==> src/rtl/div_pkg.sv <==
// Shared types and helpers for the iterative divider.
package div_pkg;

  localparam int unsigned MAX_W = 64;

  typedef enum logic [1:0] {
    S_IDLE = 2'd0,
    S_CALC = 2'd1,
    S_FIX  = 2'd2,
    S_DONE = 2'd3
  } state_t;

  // Quotient reported for a zero divisor (callers truncate to their width).
  localparam logic [MAX_W-1:0] DIV0_QUOTIENT = '1;

  // Two's-complement magnitude of a sign-extended operand.
  function automatic logic [MAX_W-1:0] abs_val(input logic [MAX_W-1:0] v);
    return v[MAX_W-1] ? -v : v;
  endfunction

endpackage

==> src/rtl/div_mod_unit_step.sv <==
// One restoring-division step: shift {rem, quo} left and trial-subtract.
module div_step #(
  parameter int unsigned WIDTH = 32
) (
  input  logic [WIDTH-1:0] rem,
  input  logic [WIDTH-1:0] quo,
  input  logic [WIDTH-1:0] divisor,
  output logic [WIDTH-1:0] rem_next,
  output logic [WIDTH-1:0] quo_next
);

  logic [WIDTH:0] rem_sh;
  logic [WIDTH:0] trial;

  // rem < divisor on entry, so WIDTH+1 bits hold both the shifted remainder
  // and the signed trial difference without overflow.
  always_comb begin
    rem_sh   = {rem, quo[WIDTH-1]};
    trial    = rem_sh - {1'b0, divisor};
    rem_next = trial[WIDTH] ? rem_sh[WIDTH-1:0] : trial[WIDTH-1:0];
    quo_next = {quo[WIDTH-2:0], ~trial[WIDTH]};
  end

endmodule

==> src/rtl/div_mod_unit.sv <==
// Iterative signed/unsigned divider producing quotient and remainder.
module div_mod_unit
  import div_pkg::*;
#(
  parameter int unsigned WIDTH = 32
) (
  input  logic             Clk,
  input  logic             Reset,
  input  logic             En,
  input  logic             Signed_Op,
  input  logic [WIDTH-1:0] A,
  input  logic [WIDTH-1:0] B,
  output logic [WIDTH-1:0] Quotient,
  output logic [WIDTH-1:0] Remainder,
  output logic             We,
  output logic             Busy,
  output logic             Div_Zero
);

  localparam int unsigned CW = $clog2(WIDTH) + 1;

  state_t           state_q, state_d;
  logic [CW-1:0]    cnt_q, cnt_d;
  logic             neg_a_q, neg_a_d;
  logic             neg_b_q, neg_b_d;
  logic             sgn_q, sgn_d;
  logic             bz_q, bz_d;
  logic [WIDTH-1:0] div_q, div_d;
  logic [WIDTH-1:0] rem_q, rem_d;
  logic [WIDTH-1:0] quo_q, quo_d;
  logic [WIDTH-1:0] quotient_q, quotient_d;
  logic [WIDTH-1:0] remainder_q, remainder_d;
  logic             we_q, we_d;
  logic             div_zero_q, div_zero_d;

  logic [WIDTH-1:0] abs_a, abs_b;
  logic [WIDTH-1:0] step_rem, step_quo;

  div_step #(.WIDTH(WIDTH)) u_step (
    .rem      (rem_q),
    .quo      (quo_q),
    .divisor  (div_q),
    .rem_next (step_rem),
    .quo_next (step_quo)
  );

  // Operand magnitudes, computed on sign-extended copies of A and B.
  always_comb begin
    abs_a = WIDTH'(abs_val(MAX_W'(signed'(A))));
    abs_b = WIDTH'(abs_val(MAX_W'(signed'(B))));
  end

  // Next-state and datapath control.
  always_comb begin
    state_d     = state_q;
    cnt_d       = cnt_q;
    neg_a_d     = neg_a_q;
    neg_b_d     = neg_b_q;
    sgn_d       = sgn_q;
    bz_d        = bz_q;
    div_d       = div_q;
    rem_d       = rem_q;
    quo_d       = quo_q;
    quotient_d  = quotient_q;
    remainder_d = remainder_q;
    we_d        = 1'b0;
    div_zero_d  = div_zero_q;
    case (state_q)
      S_IDLE: begin
        if (En) begin
          sgn_d   = Signed_Op;
          neg_a_d = Signed_Op & A[WIDTH-1];
          neg_b_d = Signed_Op & B[WIDTH-1];
          bz_d    = (B == '0);
          div_d   = Signed_Op ? abs_b : B;
          // With a zero divisor the quotient register carries raw A through
          // to FIX, where it becomes the reported remainder.
          quo_d   = (Signed_Op && (B != '0)) ? abs_a : A;
          rem_d   = '0;
          cnt_d   = '0;
          state_d = (B == '0) ? S_FIX : S_CALC;
        end
      end
      S_CALC: begin
        rem_d = step_rem;
        quo_d = step_quo;
        cnt_d = cnt_q + CW'(1);
        if (cnt_q == CW'(WIDTH - 1)) begin
          state_d = S_FIX;
        end
      end
      S_FIX: begin
        we_d    = 1'b1;
        state_d = S_DONE;
        if (bz_q) begin
          quotient_d  = WIDTH'(DIV0_QUOTIENT);
          remainder_d = quo_q;
          div_zero_d  = 1'b1;
        end else begin
          quotient_d  = (sgn_q && (neg_a_q ^ neg_b_q)) ? -quo_q : quo_q;
          remainder_d = (sgn_q && neg_a_q) ? -rem_q : rem_q;
          div_zero_d  = 1'b0;
        end
      end
      S_DONE: state_d = S_IDLE;
      default: state_d = S_IDLE;
    endcase
  end

  // State and output registers with synchronous reset.
  always_ff @(posedge Clk) begin
    if (Reset) begin
      state_q     <= S_IDLE;
      cnt_q       <= '0;
      neg_a_q     <= 1'b0;
      neg_b_q     <= 1'b0;
      sgn_q       <= 1'b0;
      bz_q        <= 1'b0;
      div_q       <= '0;
      rem_q       <= '0;
      quo_q       <= '0;
      quotient_q  <= '0;
      remainder_q <= '0;
      we_q        <= 1'b0;
      div_zero_q  <= 1'b0;
    end else begin
      state_q     <= state_d;
      cnt_q       <= cnt_d;
      neg_a_q     <= neg_a_d;
      neg_b_q     <= neg_b_d;
      sgn_q       <= sgn_d;
      bz_q        <= bz_d;
      div_q       <= div_d;
      rem_q       <= rem_d;
      quo_q       <= quo_d;
      quotient_q  <= quotient_d;
      remainder_q <= remainder_d;
      we_q        <= we_d;
      div_zero_q  <= div_zero_d;
    end
  end

  assign Quotient  = quotient_q;
  assign Remainder = remainder_q;
  assign We        = we_q;
  assign Div_Zero  = div_zero_q;
  assign Busy      = (state_q != S_IDLE);

endmodule
==> config.mk <==
export PLATFORM = sky130hd
export DESIGN_NAME = div_mod_unit
export DESIGN_NICKNAME = d
export VERILOG_FILES = /design/src/rtl/div_pkg.sv /design/src/rtl/div_mod_unit_step.sv /design/src/rtl/div_mod_unit.sv
export SDC_FILE = /design/constraint.sdc
export NUM_CORES = 1
export LEC_CHECK = 0
export ABC_AREA = 1
export CORE_MARGIN = 3
export CORE_UTILIZATION = 41
export CTS_CLUSTER_DIAMETER = 150
export DETAILED_ROUTE_END_ITERATION = 8
export PLACE_DENSITY = 0.65
export REMOVE_ABC_BUFFERS = 1
export SLEW_MARGIN = 0
export SYNTH_ARGS = -nofsm -noshare
export SYNTH_HDL_FRONTEND = slang
export SYNTH_SLANG_ARGS = --single-unit
export TNS_END_PERCENT = 1
==> constraint.sdc <==
create_clock -name Clk -period 5.5 [get_ports Clk]
set_input_delay 1.1 -clock Clk [delete_from_list [all_inputs] [get_ports Clk]]
set_output_delay 1.1 -clock Clk [all_outputs]
set_load 0.005 [all_outputs]
### After elaboration in Yosys (flattened, before gate mapping)

Cells that the tools add are included.

| word-level totals | value |
|---|---|
| register bits after elaboration | 174 |
| input port bits | 68 |
| output and inout bits | 67 |
| logic and storage cells | 61 |

| operators by class | value |
|---|---|
| add/subtract/negate cells | 6 |
| eq/ne operators | 6 |
| multiplexer cells | 21 |
| bitwise logic cells | 4 |
| reduce and logical (&&, ||, !) cells | 11 |

Operators by type and width:

| kind | count |
|---|---|
| 2-to-1 mux 32 bit | 11 |
| negator 32 bit | 4 |
| one-hot mux 32 bit (2 select lines) | 2 |
| subtractor 33 x 32 -> 33 bit | 1 |
| logical NOT 32 bit | 1 |
| nonzero test 32 bit | 1 |
| one-hot mux 6 bit (2 select lines) | 1 |
| one-hot mux 2 bit (4 select lines) | 1 |
| adder 6 x 1 -> 6 bit, second input constant | 1 |
| equality test 6 x 5 -> 1 bit, second input constant | 1 |
| 2-to-1 mux 2 bit | 3 |
| 2-to-1 mux 6 bit | 1 |
| AND reduction 2 bit | 3 |
| equality test 2 bit, second input constant | 2 |
| != test 2 bit, second input constant | 2 |
| nonzero test 2 bit | 2 |
| logical AND 1 bit | 3 |
| AND 1 bit | 2 |
| equality test 2 x 1 -> 1 bit, second input constant | 1 |
| logical NOT 2 bit | 1 |
| 2-to-1 mux 1 bit | 2 |
| NOT 1 bit | 1 |
| bitwise XOR 1 bit | 1 |

### Longest topological paths before layout

Gate-level depths: netlist (run 1).

| depth | value |
|---|---|
| depth after elaboration | 5 |
| depth in mapped cells | 18 |

### Modules after synthesis

From an unflattened synthesis (run 1), not the netlist that was laid out.

| unflattened totals | value |
|---|---|
| cells, all modules | 2498 |
| area, all modules | 14252.4 um^2 |

Modules (own cells, without submodules):

| module | instances | cells each | area each (um^2) | seq. area each (um^2) |
|---|---|---|---|---|
| div_mod_unit | 1 | 1787 | 10869.2 | 3483.3 |
| div_step | 1 | 711 | 3383.2 | 0.0 |

### Worst setup path after synthesis (run 1)

No wires, ideal clock.

| timing path | value |
|---|---|
| kind | input port to flip-flop |
| start | in B[0] |
| end | reg quo_q[3] |
| arrival time | 2.457 ns |
| required time | 5.372 ns |
| setup slack | 2.915 ns |
| cell stages on the path | 12 |
| cells stage by stage | inv_1 > ha_1 > nand3_2 > nor2_1 > nand2_1 > nor2_4 > nor2_1 > nand2_2 > buf_4 > o21ai_0 > a31oi_1 > nor2_1 |

| between the ends | value |
|---|---|
| longest elaborated chain between the ends | 5 |

Ends and longest elaborated chain:

| element | line | text |
|---|---|---|
| from (decl) | div_mod_unit.sv:12 | `input logic [WIDTH-1:0] B,` |
| nonzero test 32 bit | div_mod_unit.sv:78 | `quo_d = (Signed_Op && (B != '0)) ? abs_a : A;` |
| logical AND 1 bit | div_mod_unit.sv:78 |  |
| 2-to-1 mux 32 bit | div_mod_unit.sv:78 |  |
| 2-to-1 mux 32 bit | div_mod_unit.sv:70 | `if (En) begin` |
| one-hot mux 32 bit (2 select lines) | div_mod_unit.sv:68 | `case (state_q)` |
| to (signal assigned) | div_mod_unit.sv:135 | `quo_q <= quo_d;` |
| to (decl) | div_mod_unit.sv:30 | `logic [WIDTH-1:0] quo_q, quo_d;` |

Every way passes these cells. The select of a mux whose other input is x is not followed.
A chain may end at the register's enable or synchronous reset.

### Worst setup path after layout (run 1)

| timing path | value |
|---|---|
| start | in En |
| end | reg rem_q[10] |

| between the ends | value |
|---|---|
| longest elaborated chain between the ends | 2 |

Ends and longest elaborated chain:

| element | line | text |
|---|---|---|
| from (decl) | div_mod_unit.sv:9 | `input logic En,` |
| != test 2 bit (no source line) | - |  |
| AND reduction 2 bit (no source line) | - |  |
| to (signal assigned) | div_mod_unit.sv:134 | `rem_q <= rem_d;` |
| to (decl) | div_mod_unit.sv:29 | `logic [WIDTH-1:0] rem_q, rem_d;` |

Every way passes these cells.

==> flow_metrics.env, run 1 <==
export IMPL_dp_hpwl_microns=34900
export IMPL_r2r_end="cnt_q[0]$_SDFFE_PP0P_"
export IMPL_final_nets=2442
export IMPL_drc_errors=0
export IMPL_finalCoreUtilization_pct=49.0
export IMPL_antenna_found_initial=0
export IMPL_yosys_register_bits=174
export IMPL_cp_startpoint="En"
export IMPL_critPathCapture="rem_q[10]$_SDFFE_PP0P_"
export IMPL_gp_congestion=0.965
export IMPL_synth_top_area_cell="dfxtp_1"
export IMPL_synth_top_area_share_pct=25.9
export IMPL_drive_above_1_share_pct=6.02
export IMPL_portBuffers=134
export IMPL_cts_resized=0
export IMPL_finalInstanceArea_sq_um=15700
export IMPL_hp_class="reg2reg"
export IMPL_met2_length_microns=19600
export IMPL_clkSinkCount=174
export IMPL_rsz0062_at_grt="no"
export IMPL_area_growth_pct=16.6
export IMPL_place_area_sq_um=15100
export IMPL_place_inst=2749
export IMPL_peakVddDrop_mv=0.273
export IMPL_syn_area_sq_um=13400
export IMPL_vias_per_cell=5.26
export IMPL_cts_root_buffer="clkbuf_16"
export IMPL_die_h_microns=187
export IMPL_avgRoutedWirePerCell_microns=16.1
export IMPL_ys_types=48
export IMPL_synth_cells=2247
export IMPL_grt_pass1_vias=13600
export IMPL_finalWirelength_microns=44800
export IMPL_ff2ff_path_depth=8
export IMPL_setup_violations=0
export IMPL_endpoint_kind="flop"
export IMPL_slew_headroom_pct=35.7
export IMPL_drv_cap=0
export IMPL_post_cts_buffers=0
export IMPL_initial_core_util_pct=42.1
export IMPL_slew_viol_final=0
export IMPL_tns_ns=0
export IMPL_die_area_sq_um=35000
export IMPL_drtIter0Drc=1335
export IMPL_cts_tree="built"
export IMPL_diodes=0
export IMPL_grt_use_total_pct=25.0
export IMPL_clk_pin_slew_worst_paths_ns=0.07
export IMPL_finalHoldViolCount=0
export IMPL_overflow=0
export IMPL_yosys_warnings=0
export IMPL_fin_crit_sh_pct=58.6
export IMPL_synth_ff_type="dfxtp_1"
export IMPL_power_density_nw_per_um2=409
export IMPL_top_layer_used="met4"
export IMPL_required_ns=5.87
export IMPL_drt_met1_wl_microns=21600
export IMPL_grt_pass1_wl_microns=71600
export IMPL_wl_met3_microns=2800
export IMPL_fmax_ghz=0.310
export IMPL_arrival_ns=3.59
export IMPL_route_vias_total=14600
export IMPL_ff2ff_setup_slack_ns=2.38
export IMPL_worst_pin_slew_ns=0.963
export IMPL_ant_nets=0
export IMPL_cp_start_kind="input pin"
export IMPL_clkLatencyLatePin_ns=0.44
export IMPL_fin_crit_ns=3.23
export IMPL_p_leak_nw=7.25
export IMPL_ios=135
export IMPL_final_setup_skew_ns=0.00922
export IMPL_synth_area_leaders="dfxtp_1, nand2_1, inv_1, nand3_1, nor2_1"
export IMPL_die_w_microns=187
export IMPL_hold_worst_slack_ns=0.485
export IMPL_cts_made_buffers=17
export IMPL_outcome="finished, final reports clean"
export IMPL_synth_seq_area_share_pct=25.9
export IMPL_async_reset_ff_share_pct=0
export IMPL_rows=65
export IMPL_hold_buffers=0
export IMPL_syn_area_per_cell_sq_um=5.99
export IMPL_grt_start_max_net_pins=74
export IMPL_firstDrtPassIters=7
export IMPL_ctsLongestPathBuffers=2
export IMPL_timing_rr_start="state_q[1]$_SDFFE_PP0P_"
export IMPL_fin_cells=2778
export IMPL_worstSetupPathType="in2reg"
export IMPL_crit_path_max_fanout=35
export IMPL_cts_max_level=4
export IMPL_synth_edff_count=0
export IMPL_fp_coreArea_sq_um=32000
-- where the power goes --
part / internal, W / switching [W] / leakage, nW / total, W
logic: 0.00110 / 0.00233 / 5.57 / 0.00343
clock network: 0.000708 / 0.000541 / 0.272 / 0.00125
registers: 0.00152 / 0.000219 / 1.42 / 0.00174
total: 0.00333 / 0.00309 / 7.25 / 0.00641
-- Yosys cell counts (3+ instances only) --
library cell	number
nor2_2	3
clkbuf_1	62
nand2_4	18
nor4_1	6
o211ai_1	15
a31oi_1	43
nand3b_1	17
nand3_2	11
nor3_2	3
buf_4	3
buf_2	11
o21bai_1	8
xnor2_1	9
nand3_1	223
a21oi_2	11
ha_1	40
nor2_1	212
or2_2	4
dfxtp_1	174
nand4_1	19
o22ai_1	17
a21oi_1	128
o31ai_1	4
nand2_2	20
o21ai_1	5
nand2_1	588
and2_1	3
xor2_1	25
a21oi_4	3
nor3_1	31
clkinv_1	4
o21ai_0	115
inv_1	356
buf_1	3
o221ai_1	20
inv_2	14
a21o_1	3
buf_6	3
-- cells in the final DEF (no fill, tap or decap), types with 18 or more instances in the layout --
| master | count |
|---|---|
| nand2_1 | 588 |
| inv_1 | 355 |
| nand3_1 | 223 |
| nor2_1 | 210 |
| dfxtp_1 | 174 |
| clkdlybuf4s50_1 | 133 |
| a21oi_1 | 128 |
| o21ai_0 | 114 |
| a31oi_1 | 43 |
| ha_1 | 39 |
| nor3_1 | 31 |
| xor2_1 | 25 |
| nand2_2 | 20 |
| o221ai_1 | 20 |
| nand4_1 | 19 |
| nand2_4 | 18 |
-- critical path, cell delays in order --
cell	delay [ns]
clkdlybuf4s50_1	0.44
nand2_1	0.08
buf_4	0.29
o21ai_1	0.23
inv_1	0.61
buf_4	0.50
nand2_1	0.13
a21oi_2	0.17
-- registers in the layout, summed over array words and instances (netlist names) --
signal	count
Remainder	32
neg_b_q	1
neg_a_q	1
We	1
state_q	2
cnt_q	6
quo_q	32
div_q	32
rem_q	32
Div_Zero	1
Quotient	32
sgn_q	1
bz_q	1
-- routing by layer --
layer	GRT usage [%]	vias to the layer above
li1	-	7413
met1	36.0	6703
met2	39.4	459
met3	3.82	50
met4	5.79	0
met5	0	-
-- cells by family (layout without fill, tap and decap cells) --
| kind of cell | count (synthesis) | in the layout | synth area share (%) |
|---|---|---|---|
| DFF | 174 | 174 | 25.9 |
| and+or+nand+nor | 1166 | 1166 | 38.5 |
| buffers and inverters | 457 | 553 | 13.2 |
| xor gates and xnor gates | 34 | 34 | 2.21 |
| AOI/OAI and AO/OA | 375 | 375 | 16.3 |
| adders and majority gates | 41 | 41 | 3.87 |
-- worst min-delay path by stage --
stage / start / endpoint / slack [ns] / cells after the start
floorplan: div_q[31]$_SDFFE_PP0P_ / div_q[31]$_SDFFE_PP0P_ / 0.44 / 2
global placement: Quotient[30]$_SDFFE_PP0P_ / Quotient[30]$_SDFFE_PP0P_ / 0.46 / 2
detailed placement: Quotient[30]$_SDFFE_PP0P_ / Quotient[30]$_SDFFE_PP0P_ / 0.48 / 2
CTS: Quotient[30]$_SDFFE_PP0P_ / Quotient[30]$_SDFFE_PP0P_ / 0.49 / 2
global route: Remainder[29]$_SDFFE_PP0P_ / Remainder[29]$_SDFFE_PP0P_ / 0.52 / 2
finish: Quotient[30]$_SDFFE_PP0P_ / Quotient[30]$_SDFFE_PP0P_ / 0.48 / 2
-- layout make-up --
type / count / area (sq um)
fill: 3353 / 16300
multi-input combinational: 1616 / 8200
sequential: 174 / 3480
timing repair buffer: 150 / 1470
inverter: 374 / 1400
tap: 435 / 544
clock buffer: 19 / 433
clock inverter: 10 / 140
-- through the flow --
stage	power [W]	setup slack [ns]
finish	0.00641	2.27
global placement	0.00509	1.96
floorplan	0.00392	0.211
CTS	0.00638	2.31
global route	0.00692	2.09
detailed placement	0.00512	1.84
(Power assumes the default switching activity.)
==> run 2, diff against run 1 <==
==> constraint.sdc (replaced) <==
create_clock -name Clk -period 3.3 [get_ports Clk]
set_input_delay 0.66 -clock Clk [delete_from_list [all_inputs] [get_ports Clk]]
set_output_delay 0.66 -clock Clk [all_outputs]
set_load 0.005 [all_outputs]
==> run 2 against run 1 <==
Power rose by 68%. Worst hold slack worse by 0.0054 ns. Sequential power grew 66%. First-iteration DRC count rose by 5.8%. Critical path depth is 8 higher. Setup slack worse by 1.8 ns. Largest cell class unchanged.
==> flow_metrics.env, run 2 (synthesis gave the netlist of run 1 again) <==
export IMPL_fin_cells=2795
export IMPL_grt_pass1_wl_microns=71800
export IMPL_worst_pin_slew_ns=0.867
export IMPL_hp_class="reg2reg"
export IMPL_required_ns=3.66
export IMPL_clkSinkCount=174
export IMPL_grt_use_total_pct=25.2
export IMPL_ant_nets=0
export IMPL_initial_core_util_pct=42.1
export IMPL_post_cts_buffers=0
export IMPL_diodes=0
export IMPL_avgRoutedWirePerCell_microns=16.0
export IMPL_p_leak_nw=7.35
export IMPL_cts_root_buffer="clkbuf_16"
export IMPL_power_density_nw_per_um2=679
export IMPL_n_fill_cell=3391
export IMPL_drive_above_1_share_pct=6.61
export IMPL_place_inst=2763
export IMPL_portBuffers=134
export IMPL_drc_errors=0
export IMPL_hold_buffers=0
export IMPL_drtIter0Drc=1412
export IMPL_slew_headroom_pct=41.9
export IMPL_ctsLongestPathBuffers=2
export IMPL_ff2ff_setup_slack_ns=0.43
export IMPL_die_h_microns=187
export IMPL_internal_power_w=0.00560
export IMPL_fmax_ghz=0.349
export IMPL_final_setup_skew_ns=0.0101
export IMPL_arrival_ns=3.22
export IMPL_clkLatencyLatePin_ns=0.44
export IMPL_total_power_w=0.0107
export IMPL_worstSetupPathType="reg2reg"
export IMPL_cts_max_level=4
export IMPL_hold_worst_slack_ns=0.479
export IMPL_switching_share_pct=47.9
export IMPL_overflow=0
export IMPL_fp_coreArea_sq_um=32000
export IMPL_dp_hpwl_microns=35100
export IMPL_fin_crit_sh_pct=86.9
export IMPL_rsz0062_at_grt="no"
export IMPL_outcome="finished, final reports clean"
export IMPL_endpoint_kind="flop"
export IMPL_p_switching_w=0.00514
export IMPL_p_seq_share_pct=26.8
export IMPL_fin_crit_ns=2.87
export IMPL_crit_path_max_fanout=18
export IMPL_finalHoldViolCount=0
export IMPL_grt_pass1_vias=13500
export IMPL_layout_common_cells="nand2_1, inv_1, nand3_1, nor2_1, dfxtp_1"
export IMPL_slew_viol_final=0
export IMPL_die_area_sq_um=35000
export IMPL_place_area_sq_um=15200
export IMPL_setup_violations=0
export IMPL_grt_start_max_net_pins=113
export IMPL_firstDrtPassIters=6
export IMPL_r2r_end="rem_q[30]$_SDFFE_PP0P_"
export IMPL_p_clk_share_pct=19.4
export IMPL_ff2ff_path_depth=16
export IMPL_cts_resized=0
export IMPL_finalInstanceArea_sq_um=15800
export IMPL_die_w_microns=187
export IMPL_finalCoreUtilization_pct=49.5
export IMPL_drv_cap=0
export IMPL_ios=135
export IMPL_finalWirelength_microns=44800
export IMPL_area_growth_pct=17.6
export IMPL_hold_depth=2
export IMPL_gp_congestion=0.959
export IMPL_antenna_found_initial=0
export IMPL_clk_pin_slew_worst_paths_ns=0.07
export IMPL_peakVddDrop_mv=0.377
export IMPL_final_common_cell="nand2_1"
export IMPL_timing_rr_start="quo_q[31]$_SDFFE_PP0P_"
export IMPL_p_comb_share_pct=53.7
export IMPL_min_from="div_q[31]$_SDFFE_PP0P_"
export IMPL_rows=65
export IMPL_cp_start_kind="flop"
export IMPL_hold_end="div_q[31]$_SDFFE_PP0P_"
export IMPL_final_nets=2456
export IMPL_cts_tree="built"
export IMPL_route_vias_total=14700
export IMPL_cts_made_buffers=17
export IMPL_vias_per_cell=5.26
==> run 2: power groups by stage <==
stage / Clock (W) / Sequential (W) / Combinational (W)
after floorplan: 0 / 0.00282 / 0.00371
after detailed placement: 0 / 0.00293 / 0.00566
after global routing: 0.00221 / 0.00293 / 0.00648
final: 0.00209 / 0.00288 / 0.00577
after CTS: 0.00213 / 0.00288 / 0.00570
after global placement: 0 / 0.00292 / 0.00561
==> run 2: cell type report <==
cell class | count | area, sq um | area share (%)
sequential | 174 | 3480 | 22.0
timing repair buffer | 164 | 1600 | 10.1
clock buffer | 24 | 482 | 3.05
tap | 435 | 544 | 3.44
inverter | 374 | 1400 | 8.87
multi-input combinational | 1616 | 8200 | 51.8
clock inverter | 8 | 105 | 0.664
==> run 2: critical path: stages, from the launching register on <==
cell and delay [ns]:
dfxtp_1 0.39, inv_1 0.17, ha_1 0.25, fa_1 0.38, inv_1 0.08, nand2_1 0.06
nand2_1 0.08, nand3_1 0.08, nand2_2 0.15, nand2_4 0.07, nand2_4 0.08, nand2_4 0.08
nand3_4 0.20, nand3_1 0.33, nand2_1 0.17, nand2_1 0.06, a21oi_1 0.11
==> run 2: worst max path at each step <==
| stage | startpoint | end | depth (start not counted) |
|---|---|---|---|
| 4_1_cts | quo_q[31]$_SDFFE_PP0P_ | rem_q[30]$_SDFFE_PP0P_ | 16 |
| 6_report | quo_q[31]$_SDFFE_PP0P_ | rem_q[30]$_SDFFE_PP0P_ | 16 |
| 2_1_floorplan | state_q[0]$_SDFFE_PP0P_ | Quotient[17]$_SDFFE_PP0P_ | 9 |
| 3_5_place_dp | B[1] | quo_q[3]$_SDFFE_PP0P_ | 12 |
| 3_3_place_gp | B[0] | quo_q[1]$_SDFFE_PP0P_ | 13 |
| 5_1_grt | quo_q[31]$_SDFFE_PP0P_ | rem_q[30]$_SDFFE_PP0P_ | 16 |
==> run 2: metal layers <==
layer,vias to the layer above,track usage (%),part of all wire [%]
met4,0,6.22,1.9
met5,-,0,0
li1,7446,-,-
met2,480,39.5,44
met1,6726,36.4,47
met3,43,3.58,7.0
==> run 2: through the flow <==
step	setup TNS (ns)	setup WS [ns]
2_1_floorplan	-94.51	-1.99
6_report	0	0.433
3_3_place_gp	0	0.321
3_5_place_dp	0	0.293
5_1_grt	0	0.234
4_1_cts	0	0.464
